## config.mk

```make
export PLATFORM = sky130hd
export DESIGN_NAME = apb_reg_slave
export DESIGN_NICKNAME = d
export VERILOG_FILES = /design/src/rtl/apb_reg_slave.sv
export SDC_FILE = /design/constraint.sdc
export NUM_CORES = 1
export LEC_CHECK = 0
export CAP_MARGIN = 40
export CORE_UTILIZATION = 45
export DETAILED_ROUTE_END_ITERATION = 8
export GPL_ROUTABILITY_DRIVEN = 0
export PLACE_DENSITY_LB_ADDON = 0.15
export SYNTH_ARGS = -nofsm -noshare
export SYNTH_HDL_FRONTEND = slang
export SYNTH_SLANG_ARGS = --single-unit
```

## constraint.sdc

```tcl
create_clock -name pclk -period 3.25 [get_ports pclk]
set_input_delay 0.65 -clock pclk [delete_from_list [all_inputs] [get_ports pclk]]
set_output_delay 0.65 -clock pclk [all_outputs]
set_load 0.005 [all_outputs]
```

## src/rtl/apb_reg_slave.sv

```systemverilog
// rtl/apb_reg_slave.sv - APB register slave: 14 R/W registers, write counter and ID, fixed wait states.
module apb_reg_slave #(
   parameter logic [31:0] BASE_ADDR   = 32'h0000_A000,
   parameter int          WAIT_CYCLES = 1
) (
   input  logic        pclk,
   input  logic        preset_n,
   input  logic        psel_i,
   input  logic        penable_i,
   input  logic [31:0] paddr_i,
   input  logic        pwrite_i,
   input  logic [31:0] pwdata_i,
   output logic [31:0] prdata_o,
   output logic        pready_o,
   output logic        pslverr_o,
   output logic [31:0] ctrl_o
);

   localparam logic [31:0] ID_VALUE  = 32'hA9B0_0001;
   localparam logic [3:0]  WAIT_INIT = 4'(WAIT_CYCLES);

   typedef enum logic [1:0] {ST_IDLE, ST_WAIT, ST_RESP} state_t;

   state_t      state_q, state_d;
   logic [3:0]  cnt_q, cnt_d;
   logic [31:0] regs_q [14];
   logic [31:0] wcnt_q, wcnt_d;

   logic        access;
   logic [3:0]  idx;
   logic        addr_err;
   logic        err;
   logic        wr_ok;
   logic [31:0] rdata;

   // Address and data are taken from the live bus in the response cycle only.
   assign access   = (state_q == ST_RESP) && psel_i && penable_i;
   assign idx      = paddr_i[5:2];
   assign addr_err = (paddr_i[31:6] != BASE_ADDR[31:6]) || (paddr_i[1:0] != 2'b00);
   assign err      = addr_err || (pwrite_i && (idx >= 4'd14));
   assign wr_ok    = access && pwrite_i && !err;
   assign wcnt_d   = wcnt_q + 32'd1;
   assign ctrl_o   = regs_q[0];

   always_comb begin
      rdata = '0;
      if (idx == 4'd15)
         rdata = ID_VALUE;
      else if (idx == 4'd14)
         rdata = wcnt_q;
      else
         rdata = regs_q[idx];
   end

   always_ff @(posedge pclk or negedge preset_n) begin
      if (!preset_n) begin
         state_q <= ST_IDLE;
         cnt_q   <= '0;
      end else begin
         state_q <= state_d;
         cnt_q   <= cnt_d;
      end
   end

   always_comb begin
      state_d = state_q;
      cnt_d   = cnt_q;
      case (state_q)
         ST_IDLE: begin
            if (psel_i) begin
               if (WAIT_CYCLES == 0) begin
                  state_d = ST_RESP;
               end else begin
                  state_d = ST_WAIT;
                  cnt_d   = WAIT_INIT;
               end
            end
         end
         ST_WAIT: begin
            if (!psel_i) begin
               state_d = ST_IDLE;
               cnt_d   = '0;
            end else begin
               cnt_d = cnt_q - 4'd1;
               if (cnt_q == 4'd1)
                  state_d = ST_RESP;
            end
         end
         ST_RESP: begin
            state_d = ST_IDLE;
         end
         default: begin
            state_d = ST_IDLE;
            cnt_d   = '0;
         end
      endcase
   end

   always_comb begin
      pready_o  = access;
      pslverr_o = access && err;
      prdata_o  = (access && !pwrite_i && !err) ? rdata : 32'h0;
   end

   always_ff @(posedge pclk or negedge preset_n) begin
      if (!preset_n) begin
         for (int i = 0; i < 14; i++)
            regs_q[i] <= '0;
         wcnt_q <= '0;
      end else if (wr_ok) begin
         regs_q[idx] <= pwdata_i;
         wcnt_q      <= wcnt_d;
      end
   end

endmodule

```

==> flow_summary.json <==
{
  "antenna_violations_before_repair": 0,
  "floorplan.io_pins": 135,
  "cts.sink_count": 486,
  "die_h_um": 229,
  "fin_nets": 1909,
  "seq_area_frac_synth_pct": 52.6,
  "drt-total-wl_um": 64000,
  "dieArea_mm2": 0.0523,
  "cts_made_buffers": 54,
  "total_core_area_mm2": 0.0504,
  "post_synth_instance_area_mm2": 0.0231,
  "max_slew_margin_pct": 47.8,
  "worst_hold_path_type": "input pin to asynchronous set/reset pin",
  "fin_skew_ps": 26.9,
  "worstPathArrival_ps": 2570,
  "post_drt_via_cell_ratio": 5.81,
  "row_count": 82,
  "syn-instance-count": 1667,
  "placed_inst_area_mm2": 0.0260,
  "detail-route-antenna-nets": 0,
  "max-cap-violations": 0,
  "ys_warn_count": 0,
  "drt_first_pass_iters": 5,
  "setup_slack_ps": 33.0,
  "finalInstanceArea_mm2": 0.0282,
  "synth_async_sr_flop_share_pct": 100,
  "synth_enable_flop_cells": 0,
  "first_global_vias": 15639,
  "drc": 0,
  "hold_viol_final": 0,
  "clk_pin_slew_ps": 60,
  "power-per-cell-area_mw_per_mm2": 475,
  "drt_iter0_drc": 869,
  "cts_htree_levels": 2,
  "grt_pass1_wl_um": 98400,
  "crit_path_start_kind": "input pin",
  "layout_cell_share_with_drive_strength_beyond_1_pct": 45.8,
  "grt_start_max_net_pins": 86,
  "routed_wire_length_per_instance_um": 25.0,
  "routed-via-count": 14856,
  "synth_seq_cells": 486,
  "die-width_um": 229,
  "worst_pin_slew_ps": 783,
  "fillerInstances": 4102,
  "fmax_mhz": 311,
  "worst_ep_required_time_ps": 2600,
  "worstSetupEndpointType": "primary output",
  "crit_path_max_fanout": 5,
  "min_period_ps": 3220,
  "hpwlAfterDp_um": 41900,
  "postSynth.topFlopCell": "dfrtp_1",
  "cts_hold_repair.buffers": 0,
  "postSynthAreaPerCell_um2": 13.9,
  "worst_skew_pair.late_latency_ps": 610,
  "cts_tree": "built",
  "timing_worst_setup_path_type": "input pin to primary output",
  "placement.io_buffers": 134,
  "grt_overflow": 0,
  "postSynthNetCount": 1739,
  "vdd.ir_drop.worst_mv": 0.406,
  "run_status": "completed",
  "cts_max_path_buffers": 3,
  "report.final.setup_viol": 0,
  "clock_tree.root_cell": "clkbuf_16",
  "initial_core_util_pct": 45.9,
  "grt_util_all_layers_pct": 24.7,
  "cellLeakagePower_nw": 13.3,
  "synth_cell_type_count": 46,
  "area_growth_pct": 21.8,
  "num_antenna_cells": 0,
  "period_share_pct": 99.0,
  "slew_violations": 0,
  "dp_worst_setup_slack_ps": -724
}
==> cells in the final DEF, fill, tap and decap left out, drive strengths merged, types with 7 or more instances in the layout <==
cell / count
mux2: 491
a21oi: 33
o22ai: 16
xnor2: 29
nand4: 19
a21boi: 23
buf: 175
a311oi: 21
nand2: 54
mux2i: 44
clkdlybuf4s15: 16
nor4: 11
a22oi: 7
nand3: 22
clkbuf: 99
nor2: 34
clkdlybuf4s50: 69
inv: 8
mux4: 56
and3: 10
o21ai: 12
clkinv: 11
nor2b: 28
dfrtp: 486
o221ai: 43
dlygate4sd2: 14
==> worst max-delay path, cell delays in order <==
cell and delay [ps]:
clkdlybuf4s15_1 210, nor4b_4 270, nand4_1 240, nor3_4 230
nand2_4 110, buf_12 150, buf_4 130, buf_4 140
a311oi_2 190, clkdlybuf4s15_1 230
==> repair_timing <==
| item | CTS | global route |
|---|---|---|
| resized for setup | 166 | 44 |
| pin swaps | 14 | 13 |
| gates cloned | 1 | 1 |
| setup endpoints to repair | 32 | 21 |
| buffers inserted | 11 | 6 |
| endpoints found under the hold margin | 0 | 0 |
==> per-stage QoR <==
stage / utilization (%) / total power, mW / TNS, ps / std cells / hold WS (ps)
after global placement: 51.5 / 7.09 / -17170 / 2436 / 462
after global routing: 55.9 / 13.8 / -49.0 / 2555 / 112
final: 55.9 / 13.4 / 0 / 2555 / 55.8
after floorplan: - / 6.59 / 0 / 1667 / 354
after CTS: 55.8 / 13.5 / 0 / 2549 / 88.3
after detailed placement: 51.5 / 7.10 / -19390 / 2436 / 464
==> registers in the layout (all words and copies together), names as in the netlist <==
signal,count
cnt_q,4
ctrl_o,32
regs_q,416
state_q,2
wcnt_q,32
==> synth_stat cells (all sizes together) (4+ instances only) <==
cell type / count / area (um^2)
mux4: 56 / 1260
nand2b: 4 / 25.0
a21boi: 23 / 173
o22ai: 16 / 100
a221oi: 6 / 52.6
and3: 10 / 62.6
nor2b: 28 / 175
a22oi: 7 / 52.6
nor4: 11 / 129
buf: 108 / 741
nor2: 34 / 165
xor2: 4 / 35.0
mux2: 491 / 5530
o221ai: 43 / 377
nand2: 54 / 203
o21ai: 12 / 60.1
xnor2: 29 / 254
nand4: 19 / 119
dfrtp: 486 / 12200
and4: 6 / 55.1
mux2i: 44 / 440
a21oi: 33 / 165
clkbuf: 69 / 259
nand3: 22 / 123
inv: 6 / 22.5
and2: 4 / 25.0
a311oi: 21 / 184
==> cell families after synthesis <==
logic type / count (synthesis) / share of synthesized area [%]
muxes: 591 / 31.3
DFF: 486 / 52.6
and+or+nand+nor: 203 / 5.04
buffers and inverters: 184 / 4.44
AOI/OAI and AO/OA: 167 / 5.24
xor gates and xnor gates: 33 / 1.25
adders and majority gates: 3 / 0.162
==> layer usage <==
metal / up-vias / part of all wire (%) / track usage (%)
met2: 337 / 48 / 39.9
met4: 0 / 2.7 / 8.26
met1: 7952 / 45 / 34.4
met5: - / 0 / 0
li1: 6458 / - / -
met3: 109 / 3.7 / 3.27
==> power breakdown <==
| group | switching (mW) | internal (mW) | total (mW) |
|---|---|---|---|
| Combinational | 0.551 | 0.332 | 0.882 |
| Clock | 2.50 | 3.87 | 6.37 |
| Sequential | 0.0337 | 6.08 | 6.12 |
==> final timing paths <==
kind / start / endpoint / slack [ps] / cells past startpoint
max in group asynchronous: preset_n / regs_q[114] / 2290 / 2
worst min-delay path: preset_n / cnt_q[3] / 60 / 1
min in group pclk: wcnt_q[31] / wcnt_q[31] / 480 / 1
worst min register to register: wcnt_q[31] / wcnt_q[31] / 480 / 1
worst max-delay path: paddr_i[10] / prdata_o[28] / 30 / 10
worst max register to register: state_q[0] / regs_q[413] / 610 / 9
==> area by class of cell <==
type,instances,area (um^2),area share [%]
tap,672,841,2.98
timing repair buffer,291,3010,10.7
clock inverter,19,270,0.959
clock buffer,83,1600,5.68
inverter,7,26.3,0.0933
multi-input combinational,997,10300,36.4
sequential,486,12200,43.2
Power figures use the tool's default switching activity.
